[src/rtl/dual_stream_generator.sv]
// Emits two STREAM_LENGTH-bit unary streams (A and B) for the histogram compressor.
// Each stream is in thermometer or bit-reversed order, with a programmable number of ones.
module dual_stream_generator #(
    parameter int STREAM_LENGTH = 128,
    parameter int COUNTER_WIDTH = $clog2(STREAM_LENGTH + 1)
) (
    input  logic                     clk,
    input  logic                     rst,
    input  logic                     start,
    input  logic [COUNTER_WIDTH-1:0] value_a,
    input  logic [COUNTER_WIDTH-1:0] value_b,
    input  logic                     mode_a,
    input  logic                     mode_b,
    input  logic                     pause,
    output logic                     stream_a,
    output logic                     stream_b,
    output logic                     valid_out,
    output logic                     busy,
    output logic                     done
);

    localparam int IDX_W = $clog2(STREAM_LENGTH);
    localparam logic [IDX_W-1:0]         LAST_IDX = IDX_W'(STREAM_LENGTH - 1);
    localparam logic [COUNTER_WIDTH-1:0] MAX_VAL  = COUNTER_WIDTH'(STREAM_LENGTH);

    typedef enum logic [1:0] {IDLE, RUN, DONE} state_t;

    state_t                   state, state_next;
    logic [IDX_W-1:0]         idx;
    logic [IDX_W-1:0]         idx_inc;
    logic [COUNTER_WIDTH-1:0] val_a_q, val_b_q;
    logic                     mode_a_q, mode_b_q;
    logic [COUNTER_WIDTH-1:0] sat_a, sat_b;
    logic                     accept, emit, finish;

    function automatic logic gen_bit(input logic [IDX_W-1:0] i,
                                     input logic [COUNTER_WIDTH-1:0] v,
                                     input logic m);
        logic [IDX_W-1:0] r;
        r = '0;
        for (int unsigned k = 0; k < IDX_W; k++)
            r[k] = i[IDX_W-1-k];
        return COUNTER_WIDTH'(m ? r : i) < v;
    endfunction

    always_comb begin
        sat_a   = (value_a > MAX_VAL) ? MAX_VAL : value_a;
        sat_b   = (value_b > MAX_VAL) ? MAX_VAL : value_b;
        idx_inc = idx + 1'b1;
    end

    always_ff @(posedge clk or posedge rst) begin
        if (rst) state <= IDLE;
        else     state <= state_next;
    end

    // idx names the bit currently presented on the outputs, so reaching
    // LAST_IDX in RUN means the final bit has already been shown once.
    always_comb begin
        state_next = state;
        accept     = 1'b0;
        emit       = 1'b0;
        finish     = 1'b0;
        case (state)
            IDLE: if (start) begin
                accept     = 1'b1;
                state_next = RUN;
            end
            RUN: begin
                if (idx == LAST_IDX) begin
                    finish     = 1'b1;
                    state_next = DONE;
                end else if (!pause) begin
                    emit = 1'b1;
                end
            end
            DONE:    state_next = IDLE;
            default: state_next = IDLE;
        endcase
    end

    always_ff @(posedge clk or posedge rst) begin
        if (rst) begin
            idx       <= '0;
            val_a_q   <= '0;
            val_b_q   <= '0;
            mode_a_q  <= 1'b0;
            mode_b_q  <= 1'b0;
            stream_a  <= 1'b0;
            stream_b  <= 1'b0;
            valid_out <= 1'b0;
            busy      <= 1'b0;
            done      <= 1'b0;
        end else begin
            valid_out <= 1'b0;
            done      <= 1'b0;
            if (accept) begin
                val_a_q   <= sat_a;
                val_b_q   <= sat_b;
                mode_a_q  <= mode_a;
                mode_b_q  <= mode_b;
                idx       <= '0;
                stream_a  <= gen_bit('0, sat_a, mode_a);
                stream_b  <= gen_bit('0, sat_b, mode_b);
                valid_out <= 1'b1;
                busy      <= 1'b1;
            end else if (emit) begin
                idx       <= idx_inc;
                stream_a  <= gen_bit(idx_inc, val_a_q, mode_a_q);
                stream_b  <= gen_bit(idx_inc, val_b_q, mode_b_q);
                valid_out <= 1'b1;
            end else if (finish) begin
                idx      <= '0;
                stream_a <= 1'b0;
                stream_b <= 1'b0;
                busy     <= 1'b0;
                done     <= 1'b1;
            end
        end
    end

endmodule

[config.mk]
export PLATFORM = sky130hd
export DESIGN_NAME = dual_stream_generator
export DESIGN_NICKNAME = d
export VERILOG_FILES = /design/src/rtl/dual_stream_generator.sv
export SDC_FILE = /design/constraint.sdc
export NUM_CORES = 1
export LEC_CHECK = 0
export ABC_AREA = 0
export CAP_MARGIN = 10
export CORE_ASPECT_RATIO = 0.5
export CORE_UTILIZATION = 40
export DETAILED_ROUTE_END_ITERATION = 8
export DONT_BUFFER_PORTS = 1
export HOLD_SLACK_MARGIN = 0.03
export PLACE_DENSITY = 0.53
export SKIP_CTS_REPAIR_TIMING = 1
export SLEW_MARGIN = 20
export SYNTH_ARGS = -nofsm -noshare
export SYNTH_HDL_FRONTEND = slang
export SYNTH_SLANG_ARGS = --single-unit
[constraint.sdc]
create_clock -name clk -period 3.2 [get_ports clk]
set_input_delay 0.32 -clock clk [delete_from_list [all_inputs] [get_ports clk]]
set_output_delay 0.32 -clock clk [all_outputs]
set_load 0.02 [all_outputs]
==> results.toml, run 1 <==
[run_status]
outcome = "finished clean"

[layout]
final_area_sq_mm = 0.002127
fin_util_pct = 45.87
multi_input_area_sq_mm = 0.001104
layout_commonest_cell = "dfrtp_1"
syn2layout_area_growth_pct = 4.809
drive_gt1_share_pct = 7.556
regArea_sq_um = 800.8
mostFrequentLayoutCells = "dfrtp_1, nand2_1, a21oi_1"
diodes = 0
final_nets = 262
fill_cells = 487

[synth]
syn_nets = 265
ys_seq_area_share_pct = 39.46
syn_area_sq_mm = 0.002029
netlist_instances = 230
syn_avg_cell_area_sq_um = 8.824
yosysWarnings = 0
synth-main-ff-cell = "dfrtp_1"
synth-seq-cells = 32
ys_types = 35
synth_edf_count = 0
async_reset_ff_share_pct = 100.0

[floorplanning]
die_area_sq_mm = 0.005380
io_pins = 27
coreArea_sq_mm = 0.004637
initial_core_util_pct = 43.77
dieHeight_um = 52.37
die_w_um = 102.7
rows = 17

[placed_design]
place.gp.congestion = 0.8668
io_buffers = 0
dp_hpwl_um = 3402
place_worst_setup_slack_ns = 0.4822
dpl_cell_area_sq_mm = 0.002058

[drt]
vias = 1595
first_pass_iters = 4
avgViaCountPerCell = 5.481
antenna_left = 0
drt-initial-drc-count = 72
top_layer = "met4"
wirelength_um = 4563
wl_per_cell_um = 15.68
wl_met1_um = 2465
wl_met2_um = 1807
drc = 0
wl_met3_um = 265

[grt]
grt_max_degree = 32
grt_first_pass_wirelength_um = 7693
track_usage_pct = 19.69
grt_remaining_overflow = 0
grt_pass1_vias = 1496
antenna_found_initial = 0

[critical_path]
crit_slowest_cell = "dfrtp_1"
max_stage_delay_ns = 0.47
cp_num_cells = 9
worstPathRequired_ns = 3.36
arrival_ns = 2.89
critPathKind = "reg2reg"
path_cells = "ha_1, nand2_1, or2_2, a21oi_1, nor3_1, ha_1, nand3_1, a311o_1, a221o_1"
reg2regPathDepth = 9
path_buf_inv = 0
crit_path_end_kind = "flop"
critPathLaunchType = "flop"
crit_family = "compound AO/OA/AOI/OAI gates"
crit_path_max_fanout = 12
timing.critical_path.mode_cell = "ha_1"

[power_and_ir_drop]
power.leakage_nw = 0.9214
power.internal_mw = 0.8134
power_mw = 1.287
seq_power_share_pct = 43.2
peakVddDrop_mv = 0.1786
p_switching_mw = 0.4734
power_frac_comb_pct = 35.5
power_density_mw_per_mm2 = 604.9
swShare_pct = 36.79
power_frac_clock_pct = 21.3

[timing]
timing.setup.tns_ns = 0
fin_ws_ns = 0.4675
maxSlewViolCount = 0
worstMarginPinSlew_ns = 1.024
fin_skew_ns = 0.003174
period_share_pct = 85.39
slew_headroom_pct = 31.59
fin_crit_ns = 2.733
rsz0062_at_grt = "false"
fmax_mhz = 366.0
finalSetupViolations = 0
hold_viol = 0

[cts]
cts_max_level = 2
cts_max_path_buffers = 2
tritoncts = "done"
cts.sinks = 32
clock_latency_ns = 0.28
cts.reportedPaths.clkPinSlew_ns = 0.06
cts_buffers = 5
ctsRootBufferMaster = "clkbuf_8"

[flow_run]
cap_viol_max_count = 0

[hold_path]
hp-class = "in2async"
logic make-up after synthesis:
family / after synthesis / synth area share [%]
AO/OA/AOI/OAI: 63 / 18.80
XOR/XNOR: 3 / 1.295
adder cells (fa/ha/maj): 13 / 8.015
buffers and inverters: 27 / 6.165
flip-flops: 32 / 39.46
multiplexers: 9 / 4.871
AND/OR/NAND/NOR: 83 / 21.39
synthesized netlist by cell type (2+ instances only):
library cell,instances,share of area [%]
nor2_1,7,1.3
buf_6,3,1.7
a31oi_1,2,0.62
o21ai_0,20,4.9
mux2_2,7,3.9
nand4b_1,2,0.86
ha_1,13,8.0
o22ai_1,2,0.62
a21oi_1,22,5.4
nand2_1,23,4.3
nor4_1,4,1.2
o21a_1,2,0.74
a221o_1,2,0.99
nand2b_1,20,6.2
xnor2_1,2,0.86
mux2i_1,2,0.99
nor3_1,6,1.5
a211oi_1,3,1.1
a311o_1,3,1.5
a22o_1,3,1.3
clkbuf_1,8,1.5
a211o_1,2,0.86
nand3_1,13,3.2
dfrtp_1,32,39
inv_1,15,2.8
a21o_1,2,0.74
nor2b_1,2,0.62
power by group through the flow:
| stage | combinational [mW] | sequential (mW) | clock (mW) |
|---|---|---|---|
| 2_1_floorplan | 0.425 | 0.500 | 0 |
| 3_3_place_gp | 0.445 | 0.561 | 0 |
| 3_5_place_dp | 0.456 | 0.561 | 0 |
| 4_1_cts | 0.458 | 0.554 | 0.284 |
| 5_1_grt | 0.523 | 0.569 | 0.312 |
| 6_report | 0.457 | 0.556 | 0.274 |
through the flow:
stage,hold WS [ns],instances
floorplan,0.4362,230
global placement,0.3165,286
detailed placement,0.3223,286
CTS,0.02592,291
global route,0.04998,291
finish,0.008394,291
worst reg2reg max path, cell delays in order, from the launching register on:
cell and delay (ns):
dfrtp_1 0.47, ha_1 0.38, nand2_1 0.18, or2_2 0.35, a21oi_1 0.14, nor3_1 0.11, ha_1 0.31, nand3_1 0.07
a311o_1 0.31, a221o_1 0.28
state kept, by name, summed over array words and instances, names as in the netlist, 2 cells and up:
| register | flops |
|---|---|
| idx | 7 |
| state | 2 |
| val_a_q | 8 |
| val_b_q | 8 |
layer usage:
layer	up-vias	track usage, %
met2	40	26.78
met4	0	4.225
met5	-	0
met1	746	30.12
li1	805	-
met3	4	5.600
layout make-up:
class                   count  share of cell area, %
clock buffers               5                  3.235
inverters                  15                  2.647
multi-input cells         171                  51.88
flip-flops and latches     32                  37.65
well taps                  66                  3.882
repair buffers              2                 0.7059
path summary, 6_finish.rpt:
kind | start | endpoint | slack [ns]
max in group asynchronous | rst | val_b_q[7]$_DFFE_PP0P_ | 2.53
min in group clk | value_b[4] | val_b_q[4]$_DFFE_PP0P_ | 0.19
worst max-delay path | idx[0]$_DFFE_PP0P_ | stream_a$_DFFE_PP0P_ | 0.47
worst max register to register | idx[0]$_DFFE_PP0P_ | stream_a$_DFFE_PP0P_ | 0.47
worst min-delay path | rst | idx[0]$_DFFE_PP0P_ | 0.008
worst min register to register | val_b_q[2]$_DFFE_PP0P_ | val_b_q[2]$_DFFE_PP0P_ | 0.48
Power figures use the tool's default switching activity.
==> run 2: changes to the inputs <==
--- a/config.mk
+++ b/config.mk
@@ -8,11 +8,11 @@
 export ABC_AREA = 0
 export CAP_MARGIN = 10
 export CORE_ASPECT_RATIO = 0.5
-export CORE_UTILIZATION = 40
+export CORE_UTILIZATION = 60
 export DETAILED_ROUTE_END_ITERATION = 8
 export DONT_BUFFER_PORTS = 1
 export HOLD_SLACK_MARGIN = 0.03
-export PLACE_DENSITY = 0.53
+export PLACE_DENSITY = 0.75
 export SKIP_CTS_REPAIR_TIMING = 1
 export SLEW_MARGIN = 20
 export SYNTH_ARGS = -nofsm -noshare
==> run 2 against run 1 <==
Against the previous run:
- the flow now finishes with violations (DRC)
- global-route usage up 6.0 points
- worst setup slack worse by 0.075 ns
- cell count down 8.2%
- clock-buffer cell count up 3
- clock skew up 0.0052 ns
- first-iteration DRC count up 100%
- routed wire length down 9.0%
- non-clock buffer count down 1
- sequential share of layout area up 0.29 points
- via count about the same
- flip-flop and latch count unchanged
==> results.toml, run 2 (synthesized netlist as in run 1, its figures left out) <==
[layout]
fill_cells = 260
final_nets = 261
fin_util_pct = 68.08
layout_commonest_cell = "dfrtp_1"
diodes = 0
mostFrequentLayoutCells = "dfrtp_1, nand2_1, a21oi_1"
drive_gt1_share_pct = 7.930
finalNonFillerCells = 267
syn2layout_area_growth_pct = 4.007
largestRegisters = "val_a_q: 8 flops, val_b_q: 8 flops, idx: 7 flops"

[drt]
avgViaCountPerCell = 5.978
drc = 2
antenna_left = 0
first_pass_iters = 6
wirelength_um = 4154
drt-initial-drc-count = 144
wl_per_cell_um = 15.56
vias = 1596

[grt]
track_usage_pct = 25.68
grt_pass1_vias = 1370
grt_max_degree = 38
antenna_found_initial = 0
grt_remaining_overflow = 0
grt_first_pass_wirelength_um = 6879

[critical_path]
path_buf_inv = 0
startpoint = "idx[0]$_DFFE_PP0P_"
cp_num_cells = 9
crit_slowest_cell = "dfrtp_1"
timing.critical_path.mode_cell = "ha_1"
rrSetupSlack_ns = 0.39
r2r-start = "idx[0]$_DFFE_PP0P_"
crit_path_end_kind = "flop"
max_stage_delay_ns = 0.47
crit_path_max_fanout = 12
arrival_ns = 2.97
critPathKind = "reg2reg"
cp-endpoint = "stream_b$_DFFE_PP0P_"
critPathLaunchType = "flop"
reg2regPathDepth = 9
path_cells = "ha_1, and3_1, nand2_1, and2_1, mux2i_1, ha_1, nand4b_1, a311o_1, a221o_1"
rr_endpoint = "stream_b$_DFFE_PP0P_"
crit_family = "simple AND/OR/NAND/NOR gates"
worstPathRequired_ns = 3.37

[timing]
fin_crit_ns = 2.808
fin_skew_ns = 0.008381
timing.setup.tns_ns = 0
fin_ws_ns = 0.3923
hold_viol = 0
worstMarginPinSlew_ns = 0.6341
maxSlewViolCount = 0
rsz0062_at_grt = "false"
fmax_mhz = 356.2
finalSetupViolations = 0
period_share_pct = 87.74
slew_headroom_pct = 57.68

[floorplanning]
die_w_um = 84.25
io_pins = 27
dieHeight_um = 43.13
die_area_sq_mm = 0.003633
coreArea_sq_mm = 0.003100
initial_core_util_pct = 65.46
rows = 14

[power_and_ir_drop]
power_frac_clock_pct = 23.8
power.internal_mw = 0.8494
p_switching_mw = 0.4794
swShare_pct = 36.08
power.leakage_nw = 0.9275
power_density_mw_per_mm2 = 629.6
peakVddDrop_mv = 0.2716
power_mw = 1.329
seq_power_share_pct = 41.7
power_frac_comb_pct = 34.4

[placed_design]
place_worst_setup_slack_ns = 0.4422
dp_cells = 259
io_buffers = 0
place.gp.congestion = 0.8803
dp_hpwl_um = 3105

[cts]
cts.reportedPaths.clkPinSlew_ns = 0.07
cts_max_level = 2
cts.sinks = 32
ctsRootBufferMaster = "clkbuf_8"
tritoncts = "done"
clock_latency_ns = 0.28
cts_max_path_buffers = 2
cts_buffers = 5

[run_status]
violations = "DRC"
outcome = "finished, violations left"

[flow_run]
cap_viol_max_count = 0

[hold_path]
hp-class = "in2async"
[run 2: worst min path at each step]
stage               slack (ns)  cells past startpoint  from            endpoint
floorplan                 0.44                      1   rst    busy$_DFFE_PP0P_
global placement          0.30                      1   rst  idx[1]$_DFFE_PP0P_
detailed placement        0.31                      1   rst  idx[1]$_DFFE_PP0P_
CTS                       0.01                      1   rst  idx[0]$_DFFE_PP0P_
global route              0.05                      1   rst  idx[6]$_DFFE_PP0P_
finish                   0.005                      1   rst  idx[6]$_DFFE_PP0P_
[run 2: metrics by stage]
stage	hold slack, ns	cell area [sq um]
after detailed placement	0.3109	2018
after CTS	0.01135	2108
after global routing	0.05207	2111
after global placement	0.2986	2018
after floorplan	0.4362	2029
final	0.005393	2111
[run 2: per-layer routing]
metal | GRT usage [%] | part of all wire [%] | up-vias
met1 | 40.25 | 52 | 736
met5 | 0 | 0 | -
met4 | 3.793 | 0.41 | 0
li1 | - | - | 802
met3 | 8.171 | 6.5 | 4
met2 | 34.26 | 41 | 54
[run 2: layout make-up]
class | count | area, sq um | area share, %
timing repair buffer | 1 | 7.507 | 0.3557
inverter | 15 | 56.30 | 2.667
tap | 40 | 50.05 | 2.371
sequential | 32 | 800.8 | 37.94
clock buffer | 8 | 90.09 | 4.268
multi-input combinational | 171 | 1106 | 52.40
[run 2: worst reg2reg max path: cells and delay by family (launching register included)]
family / cells / cell delay (ns)
compound gates: 2 / 0.60
flops: 1 / 0.47
simple gates: 4 / 0.84
fa+ha+maj: 2 / 0.58
mux: 1 / 0.20
[run 2: power groups by stage]
| stage | Combinational (mW) | Clock, mW | Sequential [mW] |
|---|---|---|---|
| final | 0.458 | 0.317 | 0.555 |
| after detailed placement | 0.452 | 0 | 0.558 |
| after CTS | 0.455 | 0.322 | 0.551 |
| after global routing | 0.519 | 0.344 | 0.564 |
| after global placement | 0.434 | 0 | 0.557 |
| after floorplan | 0.425 | 0 | 0.500 |
==> run 3: changes to the inputs <==
--- a/config.mk
+++ b/config.mk
@@ -5,7 +5,7 @@
 export SDC_FILE = /design/constraint.sdc
 export NUM_CORES = 1
 export LEC_CHECK = 0
-export ABC_AREA = 0
+export ABC_AREA = 1
 export CAP_MARGIN = 10
 export CORE_ASPECT_RATIO = 0.5
 export CORE_UTILIZATION = 60
==> run 3 against run 2 <==
Against the previous run:
- the flow now finishes without violations
- via count is 6.1% lower
- clock power up 2%
- routed wire length fell by 9.8%
- first-iteration DRC count shrank 36%
- critical path type unchanged
==> results.toml, run 3 <==
[run_status]
outcome = "finished clean"

[placed_design]
place_worst_setup_slack_ns = 1.036
place.gp.congestion = 0.8704
io_buffers = 0
dp_hpwl_um = 2806

[synth]
synth_area_leader_cell = "dfrtp_1"
synth.area.mux_share_pct = 0
syn_avg_cell_area_sq_um = 8.034
synth-seq-cells = 32
yosysWarnings = 0
synth_fa_ha_area_share_pct = 8.615
synth-main-ff-cell = "dfrtp_1"
ys_seq_area_share_pct = 42.41
netlist_instances = 235
synth-xor-area-share_pct = 0.9278
ys_top_cells_by_area = "dfrtp_1, nand2_1, ha_1"
synth_edf_count = 0
yosys.area.top_type_share_pct = 42.41
ys_types = 29
synthTopCellsByCount = "nand2_1, inv_1, dfrtp_1, o21ai_0, nor2_1"
synthSimpleGateAreaFrac_pct = 21.54
syn_area_sq_mm = 0.001888
synth_compound_area_share_pct = 15.90
async_reset_ff_share_pct = 100.0
syn_nets = 270
yosysMostFrequentCell = "nand2_1"
synth_top_family_by_area = "simple AND/OR/NAND/NOR gates"

[critical_path]
reg2regPathDepth = 12
cp_num_cells = 12
crit_path_end_kind = "flop"
r2r-start = "idx[0]$_DFFE_PP0P_"
crit_slowest_cell = "dfrtp_1"
worstPathRequired_ns = 3.43
path_cells = "nand3_1, nor2_1, inv_1, nor2_1, xor2_1, o21ai_0, ha_1, a21oi_1, nor2_1, a211oi_2, nand2_1, nand3_1"
arrival_ns = 2.45
crit_path_max_fanout = 5
path_buf_inv = 1
rrSetupSlack_ns = 0.97
crit_family = "simple AND/OR/NAND/NOR gates"
critPathLaunchType = "flop"
max_stage_delay_ns = 0.41
timing.critical_path.mode_cell = "nor2_1"
rr_endpoint = "stream_b$_DFFE_PP0P_"
critPathKind = "reg2reg"

[flow_run]
cap_viol_max_count = 0

[cts]
cts_buffers = 5
cts_max_path_buffers = 2
cts.reportedPaths.clkPinSlew_ns = 0.07
ctsRootBufferMaster = "clkbuf_8"
cts.sinks = 32
clock_latency_ns = 0.28
tritoncts = "done"
cts_max_level = 2

[floorplanning]
dieHeight_um = 41.67
io_pins = 27
initial_core_util_pct = 67.88
die_area_sq_mm = 0.003389
coreArea_sq_mm = 0.002781
die_w_um = 81.33
rows = 13

[timing]
fmax_mhz = 448.8
fin_crit_ns = 2.228
hold_viol = 0
fin_skew_ns = 0.006598
period_share_pct = 69.64
rsz0062_at_grt = "false"
fin_ws_ns = 0.9717
finalSetupViolations = 0
slew_headroom_pct = 55.73
worstMarginPinSlew_ns = 0.6633
maxSlewViolCount = 0
timing.setup.tns_ns = 0

[layout]
mostFrequentLayoutCells = "nand2_1, inv_1, dfrtp_1"
fin_util_pct = 72.69
regArea_sq_um = 800.8
final_nets = 276
fill_cells = 232
layout_commonest_cell = "nand2_1"
drive_gt1_share_pct = 11.16
largestRegisters = "val_a_q: 8 flops, val_b_q: 8 flops, idx: 7 flops"
diodes = 0
multi_input_area_sq_um = 887.1
syn2layout_area_growth_pct = 7.091

[drt]
avgViaCountPerCell = 5.369
first_pass_iters = 4
antenna_left = 0
vias = 1498
drc = 0
wl_per_cell_um = 13.43
wirelength_um = 3746
drt-initial-drc-count = 92

[grt]
grt_remaining_overflow = 0
grt_pass1_vias = 1424
grt_first_pass_wirelength_um = 6368
track_usage_pct = 26.11
antenna_found_initial = 0
grt_max_degree = 33

[power_and_ir_drop]
power_frac_comb_pct = 44.7
power.internal_mw = 1.052
power_mw = 1.792
p_switching_mw = 0.7394
peakVddDrop_mv = 0.5380
seq_power_share_pct = 37.4
swShare_pct = 41.27
power_density_mw_per_mm2 = 886.1
power_frac_clock_pct = 18.0
power.leakage_nw = 1.044

[hold_path]
hp-class = "in2async"
run 3: cell types whose count changed after synthesis, sizes merged, moves of 3 or more:
| cell | change |
|---|---|
| nor2 | +11 |
| nand2 | +34 |
| nor3 | -4 |
| a311o | -3 |
| o22ai | +9 |
| nand2b | -20 |
| inv | +33 |
| a21oi | -13 |
| a22o | -3 |
| clkbuf | -8 |
| mux2 | -7 |
run 3: worst max path at each step:
| stage | from | end |
|---|---|---|
| 6_report | idx[0]$_DFFE_PP0P_ | stream_b$_DFFE_PP0P_ |
| 5_1_grt | idx[0]$_DFFE_PP0P_ | stream_b$_DFFE_PP0P_ |
| 4_1_cts | idx[2]$_DFFE_PP0P_ | stream_b$_DFFE_PP0P_ |
| 3_5_place_dp | idx[2]$_DFFE_PP0P_ | stream_b$_DFFE_PP0P_ |
| 3_3_place_gp | idx[2]$_DFFE_PP0P_ | stream_b$_DFFE_PP0P_ |
| 2_1_floorplan | idx[2]$_DFFE_PP0P_ | stream_b$_DFFE_PP0P_ |
run 3: cell type report:
cell class	count	share of cell area, %
multi-input cells	153	43.87
well taps	37	2.290
flip-flops and latches	32	39.60
repair buffers	1	0.3713
clock buffers	8	4.455
inverters	48	9.406
run 3: kinds of logic (layout without fill, tap and decap cells):
family / Yosys count / count (layout)
compound gates: 47 / 47
xor+xnor: 2 / 2
fa+ha+maj: 13 / 13
buf+inv: 50 / 57
flops: 32 / 32
simple gates: 91 / 91
run 3: worst reg2reg max path, stage by stage (launching register included):
cell and delay [ns]:
dfrtp_1 0.41, nand3_1 0.12, nor2_1 0.11, inv_1 0.06
nor2_1 0.11, xor2_1 0.35, o21ai_0 0.18, ha_1 0.32
a21oi_1 0.13, nor2_1 0.06, a211oi_2 0.19, nand2_1 0.07
nand3_1 0.06
run 3: metrics by stage:
stage | hold WS, ns | cells | area, sq um
final | 0.008239 | 279 | 2022
after global routing | 0.05626 | 279 | 2022
after CTS | 0.02341 | 279 | 2022
after detailed placement | 0.3275 | 271 | 1932
after global placement | 0.3181 | 271 | 1932
after floorplan | 0.4362 | 235 | 1888
run 3: layer usage:
layer	vias up	share of wire (%)	global-route usage, %
li1	761	-	-
met1	680	49	36.65
met2	52	42	38.00
met3	5	7.8	8.571
met4	0	0.75	8.214
met5	-	0	0
run 3: power by group through the flow:
stage	logic (mW)	registers, mW	clock network (mW)
2_1_floorplan	0.641	0.652	0
5_1_grt	0.939	0.686	0.346
3_3_place_gp	0.774	0.668	0
4_1_cts	0.805	0.668	0.326
6_report	0.800	0.669	0.322
3_5_place_dp	0.794	0.676	0
